File: config.mk
export PLATFORM = sky130hd
export DESIGN_NAME = vga_timing_gen
export DESIGN_NICKNAME = d
export VERILOG_FILES = /design/src/rtl/vga_timing_gen.sv
export SDC_FILE = /design/constraint.sdc
export NUM_CORES = 1
export LEC_CHECK = 0
export BUFFER_PORTS_ARGS = -buffer_cell sky130_fd_sc_hd__buf_2
export CAP_MARGIN = 15
export CELL_PAD_IN_SITES_DETAIL_PLACEMENT = 0
export CELL_PAD_IN_SITES_GLOBAL_PLACEMENT = 1
export CORE_ASPECT_RATIO = 2
export CORE_MARGIN = 4
export CORE_UTILIZATION = 45
export CTS_CLUSTER_DIAMETER = 60
export DETAILED_ROUTE_END_ITERATION = 16
export PLACE_DENSITY = 0.88
export RECOVER_POWER = 100
export REMOVE_ABC_BUFFERS = 1
export SYNTH_ARGS = -nofsm -noshare
export SYNTH_HDL_FRONTEND = slang
export SYNTH_SLANG_ARGS = --single-unit
File: constraint.sdc
create_clock -name clk -period 3.5 [get_ports clk]
set_input_delay 0.35 -clock clk [delete_from_list [all_inputs] [get_ports clk]]
set_output_delay 0.35 -clock clk [all_outputs]
set_load 0.02 [all_outputs]
File: src/rtl/vga_timing_gen.sv
// VGA raster timing generator: pixel counters, delayed sync/blank outputs and
// frame-buffer swap arbitration aligned to vertical blanking entry.
module vga_timing_gen #(
  parameter int H_VISIBLE  = 800,
  parameter int H_FP       = 56,
  parameter int H_SYNC     = 120,
  parameter int H_BP       = 64,
  parameter int V_VISIBLE  = 600,
  parameter int V_FP       = 37,
  parameter int V_SYNC     = 6,
  parameter int V_BP       = 23,
  parameter bit HSYNC_POL  = 1'b1,
  parameter bit VSYNC_POL  = 1'b1,
  parameter int PIPE_DELAY = 2
) (
  input  logic       clk,
  input  logic       reset_n,
  input  logic       pix_en,
  output logic [9:0] pixel_x,
  output logic [9:0] pixel_y,
  output logic       hsync,
  output logic       vsync,
  output logic       active,
  output logic       frame_start,
  output logic       vblank,
  input  logic       swap_req,
  output logic       swap_ack,
  output logic       fb_sel
);

  localparam int H_TOTAL = H_VISIBLE + H_FP + H_SYNC + H_BP;
  localparam int V_TOTAL = V_VISIBLE + V_FP + V_SYNC + V_BP;

  localparam logic [10:0] H_LAST   = 11'(H_TOTAL - 1);
  localparam logic [10:0] H_VIS_L  = 11'(H_VISIBLE);
  localparam logic [10:0] HS_START = 11'(H_VISIBLE + H_FP);
  localparam logic [10:0] HS_END   = 11'(H_VISIBLE + H_FP + H_SYNC);
  localparam logic [9:0]  V_LAST   = 10'(V_TOTAL - 1);
  localparam logic [9:0]  V_VIS_L  = 10'(V_VISIBLE);
  localparam logic [9:0]  VS_START = 10'(V_VISIBLE + V_FP);
  localparam logic [9:0]  VS_END   = 10'(V_VISIBLE + V_FP + V_SYNC);

  localparam logic [2:0] RAW_IDLE = {~HSYNC_POL, ~VSYNC_POL, 1'b0};

  typedef enum logic [1:0] {SW_IDLE, SW_ARMED, SW_ACK} swap_state_t;

  logic [10:0] h_cnt, h_next;
  logic [9:0]  v_cnt, v_next;
  logic        vis_next;
  logic        vblank_entry;
  logic [2:0]  sync_out;
  swap_state_t swap_state;

  function automatic logic [2:0] raw_of(input logic [10:0] h, input logic [9:0] v);
    logic hs_win, vs_win, vis;
    hs_win = (h >= HS_START) && (h < HS_END);
    vs_win = (v >= VS_START) && (v < VS_END);
    vis    = (h < H_VIS_L) && (v < V_VIS_L);
    return {hs_win ? HSYNC_POL : ~HSYNC_POL, vs_win ? VSYNC_POL : ~VSYNC_POL, vis};
  endfunction

  always_comb begin
    h_next = h_cnt;
    v_next = v_cnt;
    if (pix_en) begin
      if (h_cnt == H_LAST) begin
        h_next = '0;
        v_next = (v_cnt == V_LAST) ? '0 : v_cnt + 10'd1;
      end else begin
        h_next = h_cnt + 11'd1;
      end
    end
  end

  assign vis_next     = (h_next < H_VIS_L) && (v_next < V_VIS_L);
  assign vblank_entry = pix_en && (h_next == '0) && (v_next == V_VIS_L);

  // Pixel coordinates are registered from the next counter value so they
  // always describe the counter position currently held.
  always_ff @(posedge clk or negedge reset_n) begin
    if (!reset_n) begin
      h_cnt       <= '0;
      v_cnt       <= '0;
      pixel_x     <= '0;
      pixel_y     <= '0;
      frame_start <= 1'b0;
      vblank      <= 1'b0;
    end else begin
      frame_start <= 1'b0;
      if (pix_en) begin
        h_cnt       <= h_next;
        v_cnt       <= v_next;
        pixel_x     <= vis_next ? h_next[9:0] : '0;
        pixel_y     <= vis_next ? v_next : '0;
        vblank      <= (v_next >= V_VIS_L);
        frame_start <= (h_next == '0) && (v_next == '0);
      end
    end
  end

  generate
    if (PIPE_DELAY == 0) begin : g_nodelay
      logic [2:0] out_q;
      always_ff @(posedge clk or negedge reset_n) begin
        if (!reset_n) out_q <= RAW_IDLE;
        else if (pix_en) out_q <= raw_of(h_next, v_next);
      end
      assign sync_out = out_q;
    end else begin : g_delay
      logic [2:0] pipe [PIPE_DELAY];
      // Stage 0 captures the position being left, so stage N lags by N+1 ticks
      // relative to the counter, i.e. PIPE_DELAY relative to raw(h_cnt).
      always_ff @(posedge clk or negedge reset_n) begin
        if (!reset_n) begin
          for (int i = 0; i < PIPE_DELAY; i++) pipe[i] <= RAW_IDLE;
        end else if (pix_en) begin
          pipe[0] <= raw_of(h_cnt, v_cnt);
          for (int i = 1; i < PIPE_DELAY; i++) pipe[i] <= pipe[i-1];
        end
      end
      assign sync_out = pipe[PIPE_DELAY-1];
    end
  endgenerate

  assign {hsync, vsync, active} = sync_out;

  // Swap is granted only on the edge that enters vertical blanking while the
  // request is still high; a dropped request abandons the pending swap.
  always_ff @(posedge clk or negedge reset_n) begin
    if (!reset_n) begin
      swap_state <= SW_IDLE;
      swap_ack   <= 1'b0;
      fb_sel     <= 1'b0;
    end else begin
      swap_ack <= 1'b0;
      case (swap_state)
        SW_IDLE: begin
          if (swap_req && vblank_entry) begin
            swap_state <= SW_ACK;
            swap_ack   <= 1'b1;
            fb_sel     <= ~fb_sel;
          end else if (swap_req) begin
            swap_state <= SW_ARMED;
          end
        end
        SW_ARMED: begin
          if (!swap_req) begin
            swap_state <= SW_IDLE;
          end else if (vblank_entry) begin
            swap_state <= SW_ACK;
            swap_ack   <= 1'b1;
            fb_sel     <= ~fb_sel;
          end
        end
        SW_ACK:  swap_state <= SW_IDLE;
        default: swap_state <= SW_IDLE;
      endcase
    end
  end

endmodule

==> reports/metrics.yaml <==
wl_per_cell_um: 19.04
met2_usage_pct: 39.11
synth_top_cell_area_share_pct: 41.63
seq_area_frac_synth_pct: 41.63
ys_async_sr_fraction_pct: 100.0
rsz0062_at_grt: "no"
die_h_um: 125.9
skew_ns: 0.007573
cts-htree-levels: 2
cts.sinks: 52
period_share_pct: 91.94
worstSkewPairLatency_ns: 0.30
vias: 2686
placed_cells: 441
io_buffers: 30
p_leak_nw: 1.394
synth_cell_types: 69
final_cell_mix: "dfrtp_1, clkbuf_1, nand2_1, nand3_1, nor2_1"
violations: "max-capacitance violations, max-slew violations"
insertedDiodeCount: 0
ios: 31
grtUsageTotal_pct: 22.39
worstMarginPinSlew_ns: 1.559
initial_utilization_pct: 46.83
cp.arrival_ns: 3.43
routed_wl_mm: 8.550
maxSlewViolCount: 30
required_ns: 3.72
cts_resized: 0
die_width_um: 66.93
cts_buffers: 5
layout_commonest_cell: "dfrtp_1"
critPathMaxFanout: 13
drt-pass1-iter-count: 6
maxSlewHeadroom_pct: -3.921
place_congestion: 0.9937
synth.area.top_cells: "dfrtp_1, o2bb2ai_1, xnor2_1, nand3_1, nand2_1"
cap_violations: 1
place_area_mm2: 0.003388
drc: 0
status: "complete, but fails checks"
drive_above_1_share_pct: 10.80
hpwl_mm: 6.537
vias_per_cell: 5.982
ff2ff_path_depth: 8
gr-max-usage-layer: "met2"
layout.cells.non_filler: 449
grt_pass1_wl_mm: 14.08
yosysTopAreaCell: "dfrtp_1"
clkSlewWorstSetupHoldPaths_ns: 0.07
p_total_w: 0.002057
yosys_warnings: 0
coreArea_mm2: 0.006674
hold_path.class: "in2async"
gr-usage-met1_pct: 23.59
die_area_mm2: 0.008424
netlist_instances: 334
hold_slack_ns: 0.3142
path_class: "reg2reg"
grt_overflow: 0
grt_max_degree: 30
antenna_found_initial: 0
fin_setup_tns_ns: 0
setup_viol_count_final: 0
cellPowerDensity_mw_per_mm2: 583.0
post_cts_buffers: 0
synth.avg_cell_area_um2: 9.358
cts_root_buffer: "clkbuf_16"
synth_flop_cell: "dfrtp_1"
std_cell_rows: 42
cts_hold_repair.buffers: 0
layout_min_cycle_time_ns: 3.218
ant_nets: 0
layout.nets: 369
max_freq_mhz: 310.8
final-hold-violation-count: 0
drt_iter0_markers: 123
ys_ff_latch: 52
worst_setup_path_end_kind: "register"
area_growth_pct: 12.89
clockBufferDepth: 2
vdd_drop_max_uv: 409.6
syn-cell-area_mm2: 0.003125
met3_usage_pct: 3.209
synth_edf_count: 0
start_kind: "register"
grt_pass1_vias: 2748
cts_tree: "yes"
fin_area_mm2: 0.003528
==> Yosys cell counts, types with 2 or more instances <==
master     count
clkbuf_1      15
a31oi_1        2
o31ai_1        3
o21ai_1        2
or3_1          4
and3_1         6
inv_1         16
nand2b_1       4
xor2_1        11
or4_1          2
o21ai_0       16
ha_1           5
buf_2          6
nor2b_1        2
a311oi_1       2
mux2_2         4
nand3_1       22
a21boi_0       2
nor4_1         4
nor3b_1        3
a31o_2         2
nor2_1        21
o32ai_1        6
a21oi_1        4
a22o_1         2
o2bb2ai_1     13
a211oi_1       2
nand4_1       14
nand2_1       27
buf_1          3
and4_1         4
nor3_1         2
and4b_1        2
xnor2_1       13
dfrtp_1       52
o41ai_1        3
==> metal layers <==
metal  up-vias  share of wire (%)
met5         -                  0
met4         0                6.3
met3        36                3.2
met2        81                 55
met1      1285                 35
li1       1284                  -
==> power breakdown <==
| part | switching [W] | internal, W |
|---|---|---|
| Combinational | 0.000335 | 0.000186 |
| Sequential | 0.000136 | 0.000694 |
| Clock | 0.000223 | 0.000482 |
| Total | 0.000694 | 0.00136 |
==> final cells by class <==
class | instances | area [µm²]
inverters | 16 | 60.06
clock buffers | 5 | 125.1
well taps | 88 | 110.1
multi-input cells | 240 | 1638
clock inverters | 3 | 90.09
fillers | 670 | 3146
flip-flops and latches | 52 | 1301
repair buffers | 45 | 203.9
==> final timing paths <==
| kind | start | endpoint | slack (ns) |
|---|---|---|---|
| max reg2reg | h_cnt[6]$_DFFE_PN0P_ | fb_sel$_DFFE_PN0P_ | 0.28 |
| min in group clk | swap_req | swap_ack$_DFF_PN0_ | 0.42 |
| min reg2reg | fb_sel$_DFFE_PN0P_ | fb_sel$_DFFE_PN0P_ | 0.47 |
| max in group asynchronous | reset_n | h_cnt[6]$_DFFE_PN0P_ | 1.13 |
| min | reset_n | pixel_y[7]$_DFFE_PN0P_ | 0.31 |
| max | h_cnt[6]$_DFFE_PN0P_ | fb_sel$_DFFE_PN0P_ | 0.28 |
==> worst max-delay path: stages (launching register included) <==
cell	delay, ns
dfrtp_1	0.54
or3_1	0.48
nor3_1	0.39
buf_4	0.23
nor2_2	0.07
or4_1	0.52
or4_4	0.53
nor4_2	0.20
xor2_1	0.18
==> flip-flops by register name (all words and copies together), names as in the netlist <==
register      count
pixel_y          10
h_cnt            11
vblank            1
swap_ack          1
pixel_x          10
v_cnt            10
g_delay.pipe      3
sync_out          3
swap_state        1
fb_sel            1
frame_start       1
==> cells by family (layout without fill, tap and decap cells) <==
family,count (synthesis),count (layout),synth area share (%)
muxes,4,4,1.441
AOI/OAI and AO/OA,72,72,17.37
buffers and inverters,42,69,5.444
and+or+nand+nor,135,135,25.38
adders and majority gates,5,5,2.002
xor gates and xnor gates,24,24,6.725
DFF,52,52,41.63
==> per-stage QoR <==
stage	setup WS [ns]	utilization, %
after floorplan	0.6184	-
after global placement	0.3315	50.77
after detailed placement	0.2554	50.77
after CTS	0.2131	53.99
after global routing	0.1068	52.87
final	0.2822	52.87
No activity file was read; power rests on OpenSTA's default activity.
